--- src/rtl/safe_zone_round.sv ---
// ============================================================
// safe_zone_round: safe-zone level generator and round timer
// Revision 1.0
// ============================================================
`default_nettype none

module safe_zone_round #(
   parameter int          SCREEN_W    = 640,
   parameter int          SCREEN_H    = 480,
   parameter int          ZONE_SIZE   = 64,
   parameter int          ROUND_TICKS = 300,
   parameter int          GEN_CYCLES  = 16,
   parameter logic [15:0] LFSR_SEED   = 16'hACE1,
   localparam int         X_W         = $clog2(SCREEN_W),
   localparam int         Y_W         = $clog2(SCREEN_H),
   localparam int         T_W         = $clog2(ROUND_TICKS + 1)
) (
   input  logic           clk,
   input  logic           rst_n,
   input  logic           i_regenerate_level,
   input  logic           i_game_running,
   input  logic           i_tick,
   input  logic [X_W-1:0] i_player_x,
   input  logic [Y_W-1:0] i_player_y,
   output logic           o_ready,
   output logic           o_round_ended,
   output logic           o_is_win,
   output logic [X_W-1:0] o_zone_x,
   output logic [Y_W-1:0] o_zone_y,
   output logic [T_W-1:0] o_time_left
);

   localparam int           C_W    = $clog2(GEN_CYCLES + 1);
   localparam logic [X_W:0] X_MAX  = (X_W + 1)'(SCREEN_W - ZONE_SIZE);
   localparam logic [Y_W:0] Y_MAX  = (Y_W + 1)'(SCREEN_H - ZONE_SIZE);
   localparam logic [X_W:0] ZONE_X = (X_W + 1)'(ZONE_SIZE);
   localparam logic [Y_W:0] ZONE_Y = (Y_W + 1)'(ZONE_SIZE);

   typedef enum logic [1:0] {
      ST_GEN   = 2'd0,
      ST_RUN   = 2'd1,
      ST_ENDED = 2'd2
   } state_t;

   state_t         state;
   logic [15:0]    lfsr;
   logic [15:0]    lfsr_next;
   logic [C_W-1:0] gen_cnt;
   logic [X_W-1:0] cand_x;
   logic [Y_W-1:0] cand_y;
   logic           cand_ok;
   logic           gen_done;
   logic           tick_go;
   logic           inside_x;
   logic           inside_y;

   always_comb begin
      lfsr_next = {1'b0, lfsr[15:1]} ^ (lfsr[0] ? 16'hB400 : 16'h0000);
      cand_x    = lfsr[X_W-1:0];
      cand_y    = lfsr[15 -: Y_W];
      cand_ok   = ({1'b0, cand_x} <= X_MAX) && ({1'b0, cand_y} <= Y_MAX);
      gen_done  = (gen_cnt == C_W'(GEN_CYCLES));
      tick_go   = i_tick && i_game_running && (o_time_left != '0);
      // Extra top bit keeps zone_x+ZONE_SIZE from wrapping near the right edge
      inside_x  = ({1'b0, i_player_x} >= {1'b0, o_zone_x}) &&
                  ({1'b0, i_player_x} <  ({1'b0, o_zone_x} + ZONE_X));
      inside_y  = ({1'b0, i_player_y} >= {1'b0, o_zone_y}) &&
                  ({1'b0, i_player_y} <  ({1'b0, o_zone_y} + ZONE_Y));
   end

   always_ff @(posedge clk or negedge rst_n) begin
      if (!rst_n) begin
         state         <= ST_GEN;
         lfsr          <= LFSR_SEED;
         gen_cnt       <= '0;
         o_zone_x      <= '0;
         o_zone_y      <= '0;
         o_time_left   <= T_W'(ROUND_TICKS);
         o_ready       <= 1'b0;
         o_round_ended <= 1'b0;
         o_is_win      <= 1'b0;
      end else begin
         lfsr          <= (lfsr_next == 16'h0000) ? LFSR_SEED : lfsr_next;
         o_round_ended <= 1'b0;
         o_is_win      <= 1'b0;
         // Regenerate wins over everything, including a same-cycle expiry
         if (i_regenerate_level) begin
            state   <= ST_GEN;
            gen_cnt <= '0;
            o_ready <= 1'b0;
         end else begin
            case (state)
               ST_GEN: begin
                  if (!gen_done) begin
                     gen_cnt <= gen_cnt + C_W'(1);
                  end
                  if (gen_done && cand_ok) begin
                     o_zone_x    <= cand_x;
                     o_zone_y    <= cand_y;
                     o_time_left <= T_W'(ROUND_TICKS);
                     o_ready     <= 1'b1;
                     state       <= ST_RUN;
                  end
               end
               ST_RUN: begin
                  if (tick_go) begin
                     o_time_left <= o_time_left - T_W'(1);
                     if (o_time_left == T_W'(1)) begin
                        o_round_ended <= 1'b1;
                        o_is_win      <= inside_x && inside_y;
                        state         <= ST_ENDED;
                     end
                  end
               end
               ST_ENDED: begin
                  state <= ST_ENDED;
               end
               default: begin
                  state   <= ST_GEN;
                  o_ready <= 1'b0;
               end
            endcase
         end
      end
   end

endmodule

`default_nettype wire

--- config.mk ---
export PLATFORM = sky130hd
export DESIGN_NAME = safe_zone_round
export DESIGN_NICKNAME = d
export VERILOG_FILES = /design/src/rtl/safe_zone_round.sv
export SDC_FILE = /design/constraint.sdc
export NUM_CORES = 1
export LEC_CHECK = 0
export CORE_MARGIN = 3
export CORE_UTILIZATION = 25
export CTS_CLUSTER_DIAMETER = 100
export DETAILED_ROUTE_END_ITERATION = 12
export HOLD_SLACK_MARGIN = 0.1
export PLACE_DENSITY = 0.44
export SYNTH_ARGS = -nofsm -noshare
export SYNTH_HDL_FRONTEND = slang
export SYNTH_SLANG_ARGS = --single-unit
--- constraint.sdc ---
create_clock -name clk -period 2.2 [get_ports clk]
set_input_delay 0.44 -clock clk [delete_from_list [all_inputs] [get_ports clk]]
set_output_delay 0.44 -clock clk [all_outputs]
set_load 0.01 [all_outputs]
==> results of run 1 <==
==> power by group through the flow <==
| stage | registers [W] | logic [W] | clock network [W] |
|---|---|---|---|
| floorplan | 0.00104 | 0.000227 | 0 |
| global placement | 0.00102 | 0.000485 | 0 |
| detailed placement | 0.00102 | 0.000487 | 0 |
| CTS | 0.00101 | 0.000490 | 0.000856 |
| global route | 0.00101 | 0.000566 | 0.000892 |
| finish | 0.00101 | 0.000499 | 0.000827 |
==> through the flow <==
stage                     utilization (%)  hold WS (ns)  worst slack (ns)  cells
after floorplan                         -         0.144             0.103    306
after global placement               33.1         0.391            -0.219    512
after detailed placement             33.1         0.399            -0.237    512
after CTS                            34.5         0.137            0.0160    520
after global routing                 35.0         0.146           0.00183    521
final                                35.0         0.126             0.123    521
==> repair_timing <==
action                                  4_1_cts  5_1_grt
gates resized for setup                       1       11
pin swaps                                     0        6
setup buffers                                 0        1
cloned                                        0        0
endpoints found under the setup margin       16       24
==> path summary, 6_finish.rpt <==
check | startpoint | to | slack, ns | cells past startpoint
max in group asynchronous | rst_n | lfsr[5]$_DFF_PN1_ | 1.78 | 2
max | o_zone_x[8]$_DFFE_PN0P_ | o_is_win$_DFF_PN0_ | 0.12 | 8
min reg2reg | lfsr[2]$_DFF_PN0_ | lfsr[1]$_DFF_PN0_ | 0.41 | 0
min in group clk | lfsr[2]$_DFF_PN0_ | lfsr[1]$_DFF_PN0_ | 0.41 | 0
max reg2reg | o_zone_x[8]$_DFFE_PN0P_ | o_is_win$_DFF_PN0_ | 0.12 | 8
min | rst_n | o_time_left[7]$_DFFE_PN0P_ | 0.13 | 2
==> cells in the final DEF, fill, tap and decap left out, types with 3 or more instances in the layout <==
cell              n
o21ai_0          25
clkdlybuf4s50_1  52
dfstp_2          12
xor2_1            4
clkbuf_16         5
nand2b_1          8
a211oi_1          3
nor3_1            5
dfrtp_1          39
nand4_1           5
nand3_1           6
buf_4            24
nor2_1           16
xnor2_1           6
a211oi_2          3
a21oi_1          11
ha_1             33
mux2i_1           4
o21a_1            5
inv_1            30
nand2_1          29
or3_1             3
==> flip-flops by register name, summed over array words and instances (netlist names) <==
register	count
gen_cnt	5
lfsr	16
o_is_win	1
o_ready	1
o_round_ended	1
o_time_left	9
o_zone_x	9
o_zone_y	7
state	2
==> logic make-up after synthesis <==
kind of cell	synth area share, %
compound gates	16.1
xor+xnor	2.95
fa+ha+maj	14.3
buf+inv	6.52
flops	43.4
mux	1.73
simple gates	14.9
==> per-layer routing <==
layer / wire length (um) / up-vias / part of all wire (%) / track usage [%]
met3: 246 / 6 / 3.4 / 2.26
met2: 3290 / 40 / 45 / 18.4
met5: 0 / - / 0 / 0
met4: 97 / 0 / 1.3 / 3.36
li1: - / 1216 / - / -
met1: 3690 / 1126 / 50 / 16.2
==> worst max-delay path, cell delays in order, from the launching register on <==
cell,delay (ns)
dfrtp_1,0.43
buf_4,0.16
xnor2_1,0.20
ha_1,0.30
a21o_1,0.20
a21oi_1,0.16
o22ai_1,0.12
a2111o_1,0.31
a211oi_2,0.14
==> area by class of cell <==
class	instances	area, um^2
clock buffers	7	153
clock inverters	1	7.51
fillers	1172	7480
inverters	30	113
multi-input cells	209	1540
flip-flops and latches	51	1290
well taps	143	179
repair buffers	80	749
==> summary.md, run 1 <==
| Metric | Value |
|---|---|
| Core region area | about 0.012 mm^2 |
| I/O Pins | 55 |
| Top-count cell post-synth | dfrtp_1 |
| Fmax | around 480 MHz |
| Synth top area cells | dfrtp_1 (33%), ha_1 (14%), dfstp_2 (11%), o21ai_0 (4.4%), inv_1 (3.8%) |
| Dpl hpwl | between 5000 and 6000 um |
| Post-DRT Antenna Nets | 0 |
| CTS tree | done |
| Leading cell types by count after synthesis | dfrtp_1 (39), ha_1 (34), inv_1 (30), nand2_1 (30), o21ai_0 (26) |
| Final WL | between 7000 and 8000 um |
| Period minus WS final | 2.08 ns |
| Sequential share of the synthesized area | between 40% and 50% |
| Initial antenna violation count | 0 |
| Syn Nets | 364 |
| Netlist cell types | slightly above 50 |
| Drt initial violations | 110 |
| PD cells | ~580 mW/mm^2 |
| Yosys warning count | 0 |
| GRT Util Overall | approximately an eighth |
| Remaining DRCs | 0 |
| Initial Utilization | about a quarter |
| Final Hold Fails | 0 |
| Placement row count | 39 |
| Net Switching | a little over 0.0006 W |
| Combinational share of power | a little over a fifth |
| Most used DFF post-synth | dfrtp_1 |
| Sinks on Clock Net | a little over 50 |
| MaxCap Viol Count | 0 |
| ANT cells | 0 |
| Reg clk slew, reported paths | 0.07 ns |
| Worst hold path class | input port to async pin |
| Worst Path Arrival | about 2.3 ns |
| Crit. End Element | flop |
| Max Slew Vio Count | 0 |
| Fin nets | around 440 |
| Yosys top cell by area | dfrtp_1 |
| P_leak | around 1.7 nW |
| Via density | about 4.6 |
| Maximum clock path buffer count | 2 |
| Clock share of power | between 30% and 40% |
| Num CTS Buffers | 5 |
| Critical path startpoint category | flop |
| Headroom to the max-slew limit | around 62% |
| Mean post-synth cell area | around 9.7 um^2 |
| Worst-Margin Slew | approximately 0.55 ns |
| Critical path type | flop to flop |
| Clock latency on the worst-skew pair | 0.29 ns |
| CP required | 2.41 ns |
| Final Cell Area | just over 0.004 mm^2 |
| Power Total | 0.00233 W |
| Die H | between 100 and 150 um |
| Switching share of power | 26.1% |
| Largest net degree at the start of global routing | 52 |
| Vias in the first global route | 2409 |
| RSZ-0062 raised after global routing | false |
| P&R area growth vs syn | 35.7% |
| Highest fanout seen on the critical path | 4 |
| H-tree depth | 2 |
| Die area | 0.0132 mm^2 |
| Placed cell area | around 0.0038 mm^2 |
| Status | finished, final reports clean |
| Final Skew | around 0.0035 ns |
| Wire length of the first global-routing pass | 12400 um |
| P_int | approximately 0.0017 W |
| Final Cycle Share | 94.4% |
| # port buffers | 54 |
| GPL Wtd Cong | roughly 0.8 |
| Cells after synthesis | between 300 and 400 |
| Clock Tree Root | clkbuf_16 |
| TritonRoute pass-1 iters | 4 |
| Post-Syn Area | 0.00297 mm^2 |
| Asr flop ratio synth | 100% |
| Final setup fails | 0 |
| EDFF count, synth | 0 |
| Synth Register Bits | 51 |
| Routed vias | ~2400 |
| Setup_tns | 0 ns |
| Routed len/inst | approximately 14 um |
| Sequential fraction of design power | roughly 43% |
| Grt ovf | 0 |
| DIE WIDTH | between 100 and 150 um |
| Worst vdd ir | roughly 250 uV |
| Share of post-route cells with drive strength above 1 | around 17% |
| # hold bufs at CTS | 0 |
| Share of the synthesized area in the top cell type | between 30% and 40% |
Power figures use the tool's default switching activity.
==> run 2, diff against run 1 <==
--- a/config.mk
+++ b/config.mk
@@ -5,7 +5,7 @@
 export SDC_FILE = /design/constraint.sdc
 export NUM_CORES = 1
 export LEC_CHECK = 0
-export CORE_MARGIN = 3
+export CORE_MARGIN = 2
 export CORE_UTILIZATION = 25
 export CTS_CLUSTER_DIAMETER = 100
 export DETAILED_ROUTE_END_ITERATION = 12
==> run 2 against run 1 <==
The flow now finishes with violations (DRC); routed wire length is 1.2% lower; sequential share of layout area decreased by 0.38 points; first-iteration DRC count up 39%; clock power increased by 19%; critical path type unchanged.
==> summary.md, run 2 (synthesis results as in run 1) <==
| Metric | Value |
|---|---|
| Initial antenna violation count | 0 |
| GPL Wtd Cong | 0.801 |
| Register area | 0.00129 mm^2 |
| Status | finished, violations left |
| Most frequent cells in the layout | clkdlybuf4s50_1 (53), dfrtp_1 (39), ha_1 (33), buf_4 (33) |
| Reg2reg end | o_is_win$_DFF_PN0_ |
| Fin nets | about 440 |
| Die area | between 0.01 and 0.015 mm^2 |
| Grt ovf | 0 |
| P_leak | 1.77 nW |
| Placed cell area | between 0.003 and 0.004 mm^2 |
| Sinks on Clock Net | 51 |
| Clock Tree Root | clkbuf_16 |
| Final setup fails | 0 |
| DIE WIDTH | 113 um |
| Highest fanout seen on the critical path | 2 |
| Critical R2R Launch | o_zone_x[6]$_DFFE_PN0P_ |
| Dpl hpwl | roughly 5800 um |
| Placement row count | 39 |
| Period minus WS final | around 2.1 ns |
| P&R area growth vs syn | 37.4% |
| Worst Path Arrival | roughly 2.3 ns |
| H-tree depth | 2 |
| Largest net degree at the start of global routing | 24 |
| End point of the critical path | o_is_win$_DFF_PN0_ |
| I/O Pins | 55 |
| Via density | 4.59 |
| Failing checks | DRC |
| GRT Util Overall | 11.7% |
| # port buffers | 54 |
| Register-to-Register Setup Slack | 0.1 ns |
| Post-DRT Antenna Nets | 0 |
| TritonRoute pass-1 iters | 8 |
| Wire length of the first global-routing pass | between 10000 and 15000 um |
| Critical path startpoint category | flop |
| Max Slew Vio Count | 0 |
| Num CTS Buffers | 5 |
| Critical path type | flop to flop |
| Final Skew | around 0.0079 ns |
| # hold bufs at CTS | 0 |
| Die H | 113 um |
| Clock latency on the worst-skew pair | about 0.28 ns |
| Maximum clock path buffer count | 2 |
| Fillers | between 1000 and 1500 |
| MaxCap Viol Count | 0 |
| Share of post-route cells with drive strength above 1 | between 10% and 20% |
| Initial Utilization | ~26% |
| Power Total | around 0.0025 W |
| Final Cell Area | 0.00408 mm^2 |
| Core region area | between 0.01 and 0.015 mm^2 |
| Biggest register | lfsr |
| Reg clk slew, reported paths | 0.07 ns |
| Final WL | around 7200 um |
| Worst-case reg-to-reg path depth | 8 |
| Headroom to the max-slew limit | ~56% |
| Crit. End Element | flop |
| Final Cycle Share | between 90% and 100% |
| Vias in the first global route | 2456 |
| Multi-input gate area | 0.00153 mm^2 |
| Most common cell after layout, fill and taps aside | clkdlybuf4s50_1 |
| Drt initial violations | 153 |
| Worst vdd ir | roughly 320 uV |
| Routed len/inst | between 10 and 15 um |
| Setup_tns | 0 ns |
| Worst-Margin Slew | between 0.6 and 0.7 ns |
| Largest regs | lfsr: 16 flops, o_time_left: 9 flops, o_zone_x: 9 flops |
| Post-Route Utilization | 35.5% |
| Worst hold path class | input port to async pin |
| Remaining DRCs | 7 |
| ANT cells | 0 |
| CTS tree | done |
| Max FFs per register | 16 |
| PD cells | a little over 600 mW/mm^2 |
| Final Hold Fails | 0 |
| Fmax | approximately 480 MHz |
| CP required | approximately 2.4 ns |
| Routed vias | 2422 |
| Worst Setup SP | o_zone_x[6]$_DFFE_PN0P_ |
run 2: how the worst min path moves through the flow:
stage	from	to	slack [ns]
floorplan	rst_n	gen_cnt[0]$_DFFE_PN0P_	0.14
global placement	lfsr[2]$_DFF_PN0_	lfsr[1]$_DFF_PN0_	0.39
detailed placement	lfsr[4]$_DFF_PN0_	lfsr[3]$_DFF_PN0_	0.39
CTS	rst_n	o_zone_x[2]$_DFFE_PN0P_	0.13
global route	rst_n	o_zone_x[5]$_DFFE_PN0P_	0.16
finish	rst_n	o_zone_x[2]$_DFFE_PN0P_	0.12
run 2: layer usage:
| layer | vias to the layer above | routed length, um | GRT usage, % | part of all wire (%) |
|---|---|---|---|---|
| met4 | 0 | 70 | 2.68 | 0.97 |
| li1 | 1233 | - | - | - |
| met3 | 4 | 250 | 1.87 | 3.5 |
| met5 | - | 0 | 0 | 0 |
| met1 | 1151 | 3670 | 17.0 | 51 |
| met2 | 34 | 3250 | 18.5 | 45 |
run 2: through the flow:
stage,hold slack [ns],setup WS (ns),instances
after floorplan,0.144,0.103,306
after global placement,0.392,-0.217,517
after detailed placement,0.390,-0.245,517
after CTS,0.135,0.0281,525
after global routing,0.157,-0.0100,528
final,0.118,0.0993,528
run 2: cell type report:
type | count | area share (%)
Multi-Input combinational cell | 209 | 37.4
Sequential cell | 51 | 31.6
Tap cell | 143 | 4.38
Timing Repair Buffer | 87 | 19.2
Inverter | 30 | 2.76
Clock buffer | 6 | 3.16
Clock inverter | 2 | 1.47
run 2: power breakdown:
group	leakage [nW]	switching [W]	internal (W)	total, W
registers	0.612	0.0000290	0.000978	0.00101
logic	1.07	0.000235	0.000271	0.000506
clock network	0.0911	0.000332	0.000652	0.000984
run 2: critical path, cell delays in order (launching register included):
cell and delay [ns]:
dfrtp_1 0.38, ha_2 0.21, xnor2_2 0.14, ha_1 0.31, a21o_1 0.18, a21oi_1 0.14
o22ai_1 0.10, a2111o_1 0.41, a211oi_2 0.15
run 2: timing repair:
action,4_1_cts,5_1_grt
endpoints found under the setup margin,0,25
gates resized for setup,0,8
buffers inserted,0,3
==> run 3, diff against run 2 <==
--- a/config.mk
+++ b/config.mk
@@ -5,12 +5,14 @@
 export SDC_FILE = /design/constraint.sdc
 export NUM_CORES = 1
 export LEC_CHECK = 0
+export ABC_AREA = 1
 export CORE_MARGIN = 2
 export CORE_UTILIZATION = 25
 export CTS_CLUSTER_DIAMETER = 100
 export DETAILED_ROUTE_END_ITERATION = 12
 export HOLD_SLACK_MARGIN = 0.1
-export PLACE_DENSITY = 0.44
+export PLACE_DENSITY = 0.43
+export RECOVER_POWER = 50
 export SYNTH_ARGS = -nofsm -noshare
 export SYNTH_HDL_FRONTEND = slang
 export SYNTH_SLANG_ARGS = --single-unit
==> run 3 against run 2 <==
The flow now finishes without violations; area after synthesis is 12% higher; clock power decreased by 7.4%; via count increased by 13%; count of clock-buffer cells in the layout unchanged; non-clock buffer count is 27 lower; first-iteration DRC count rose by 42%; maximum frequency increased by 13%; critical path depth up 3; largest power group unchanged.
==> summary.md, run 3 <==
| Metric | Value |
|---|---|
| Status | finished, final reports clean |
| Cells after synthesis | between 400 and 500 |
| Max Slew Vio Count | 0 |
| CTS tree | done |
| Yosys warning count | 0 |
| Post-Syn Area | roughly 0.0033 mm^2 |
| Non-Filler Instances | around 650 |
| CP peak stage delay | between 0.3 and 0.4 ns |
| Worst-Margin Slew | about 1.3 ns |
| Hold path depth | 0 |
| Fillers | approximately 1400 |
| CP required | between 2 and 2.5 ns |
| Most frequent cells in the layout | nand2_1 (104), inv_1 (64), clkdlybuf4s50_1 (53) |
| Crit. End Element | flop |
| Top-count cell post-synth | nand2_1 |
| Die H | between 100 and 150 um |
| Worst-case reg-to-reg path depth | 11 |
| Grt ovf | 0 |
| Worst Path Arrival | 2.07 ns |
| Sequential share of the synthesized area | roughly 40% |
| Remaining DRCs | 0 |
| H-tree depth | 2 |
| Maximum clock path buffer count | 2 |
| Final setup fails | 0 |
| Hold slack | 0.406 ns |
| Reg clk slew, reported paths | roughly 0.07 ns |
| Routed len/inst | around 12 um |
| Wire length of the first global-routing pass | around 13000 um |
| Critical path type | flop to flop |
| Dpl hpwl | between 6000 and 7000 um |
| Final Skew | 0.00767 ns |
| Headroom to the max-slew limit | 14.0% |
| Placement row count | between 40 and 50 |
| MaxCap Viol Count | 0 |
| Sinks on Clock Net | a little over 50 |
| Via density | about 4.2 |
| Mean post-synth cell area | between 7 and 8 um^2 |
| Share of the synthesized area in the top cell type | 29.4% |
| Drt initial violations | 218 |
| Reg2reg end | o_zone_x[8]$_DFFE_PN0P_ |
| Fmax | 539 MHz |
| Final Cycle Share | 84.3% |
| Worst path slowest cell | dfrtp_1 |
| Largest regs | lfsr: 16 flops, o_time_left: 9 flops, o_zone_x: 9 flops |
| Placed cell area | approximately 0.0040 mm^2 |
| Most used DFF post-synth | dfrtp_1 |
| Synth Register Bits | just over 50 |
| Netlist cell types | 34 |
| PD cells | approximately 600 mW/mm^2 |
| ANT cells | 0 |
| Core region area | about 0.013 mm^2 |
| GRT Util Overall | between 10% and 20% |
| EDFF count, synth | 0 |
| Syn Nets | 481 |
| # hold bufs at CTS | 0 |
| Period minus WS final | 1.85 ns |
| Largest net degree at the start of global routing | 52 |
| Initial antenna violation count | 0 |
| Register-to-Register Setup Slack | 0.35 ns |
| Cells after DPL | 642 |
| Initial Utilization | between 20% and 30% |
| Fin nets | about 530 |
| Share of post-route cells with drive strength above 1 | around 9% |
| Clock Tree Root | clkbuf_16 |
| Clock latency on the worst-skew pair | 0.29 ns |
| I/O Pins | 55 |
| Worst-path cell chain | inv_1 -> ha_1 -> nand2_1 -> inv_1 -> nand3_1 -> nor2_1 -> nand2_2 -> nor2_4 -> buf_12 -> nand2_1 -> o21ai_2 |
| Critical path startpoint category | flop |
| Highest fanout seen on the critical path | 15 |
| Worst vdd ir | roughly 270 uV |
| Post-DRT Antenna Nets | 0 |
| Final Cell Area | 0.00421 mm^2 |
| Final WL | around 8000 um |
| Num CTS Buffers | 5 |
| Most common cell after layout, fill and taps aside | nand2_1 |
| RSZ-0062 raised after global routing | false |
| Yosys top cell by area | dfrtp_1 |
| Critical R2R Launch | gen_cnt[0]$_DFFE_PN0P_ |
| Vias in the first global route | about 2600 |
| Final Hold Fails | 0 |
| TritonRoute pass-1 iters | 4 |
| Asr flop ratio synth | 100% |
| Hold EP | lfsr[1]$_DFF_PN0_ |
| Setup_tns | 0 ns |
| Max FFs per register | 16 |
| P&R area growth vs syn | 26.8% |
| Worst hold path class | flop to flop |
| Routed vias | about 2700 |
| DIE WIDTH | 119 um |
| P_leak | approximately 2.0 nW |
| Power Total | between 0.002 and 0.003 W |
| Synth top area cells | dfrtp_1 (29%), ha_1 (13%), nand2_1 (12%), dfstp_2 (9.5%), inv_1 (7.2%) |
| Biggest register | lfsr |
| Hold path start | lfsr[2]$_DFF_PN0_ |
| Leading cell types by count after synthesis | nand2_1 (104), inv_1 (64), dfrtp_1 (39), nand3_1 (39), nor2_1 (38) |
| Die area | roughly 0.014 mm^2 |
| # port buffers | 54 |
| GPL Wtd Cong | slightly above 0.8 |
## run 3: changes by cell type in the layout (fill, tap and decap cells not counted), moves of 4 or more
cell,delta
nand2_1,+74
inv_1,+34
nand3_1,+33
buf_4,-30
nor2_1,+22
o21ai_2,+11
o21ai_0,-9
nand2b_1,-8
o21a_1,-5
a211oi_1,-4
dfstp_1,+4
dfstp_2,-4
mux2i_1,-4
## run 3: kinds of logic (layout without fill, tap and decap cells)
group	after synthesis	in the layout	synth area share [%]
simple gates	199	200	25.8
buf+inv	80	132	10.5
compound gates	52	52	10.2
flops	51	51	38.9
fa+ha+maj	34	34	12.8
xor+xnor	7	7	1.85
## run 3: what timing repair did
action	4_1_cts	5_1_grt
setup endpoints to repair	0	12
gates resized for setup	0	1
setup buffers	0	1
## run 3: how the worst max path moves through the flow
| stage | startpoint | to | slack, ns | depth (start not counted) |
|---|---|---|---|---|
| finish | gen_cnt[0]$_DFFE_PN0P_ | o_zone_x[8]$_DFFE_PN0P_ | 0.35 | 11 |
| global route | gen_cnt[0]$_DFFE_PN0P_ | o_time_left[6]$_DFFE_PN0P_ | 0.09 | 11 |
| CTS | gen_cnt[0]$_DFFE_PN0P_ | o_zone_y[6]$_DFFE_PN0P_ | 0.21 | 10 |
| detailed placement | gen_cnt[0]$_DFFE_PN0P_ | o_zone_y[6]$_DFFE_PN0P_ | 0.24 | 10 |
| global placement | i_player_y[6] | o_is_win$_DFF_PN0_ | 0.23 | 8 |
| floorplan | o_zone_y[6]$_DFFE_PN0P_ | o_is_win$_DFF_PN0_ | 0.54 | 12 |
## run 3: metrics by stage
stage | utilization (%) | setup slack [ns]
2_1_floorplan | - | 0.544
3_3_place_gp | 30.7 | 0.233
3_5_place_dp | 30.7 | 0.237
4_1_cts | 32.1 | 0.211
5_1_grt | 32.2 | 0.0877
6_report | 32.2 | 0.345
## run 3: power by group
group          internal, W  switching (W)  leakage (nW)
clock network     0.000566       0.000344        0.0868
registers         0.000996      0.0000513         0.604
logic             0.000246       0.000297          1.35
## run 3: final cells by class
class                      instances  area, um^2  share of cell area [%]
tap                              176         220                    5.23
clock buffer                       6         139                    3.30
clock inverter                     2        35.0                   0.832
sequential                        51        1290                    30.7
multi-input combinational        293        1700                    40.3
inverter                          64         240                    5.70
timing repair buffer              60         587                    13.9
## run 3: critical path, delay by kind of cell (launching register included)
family / cells / cell delay [ns]
simple gates: 6 / 0.82
compound gates: 1 / 0.05
flops: 1 / 0.39
buf+inv: 3 / 0.34
fa+ha+maj: 1 / 0.16
## run 3: per-layer routing
layer	track usage, %	share of wire [%]	vias up
li1	-	-	1449
met1	17.5	53	1241
met2	17.0	43	43
met3	1.96	2.8	7
met4	3.57	1.5	0
met5	0	0	-
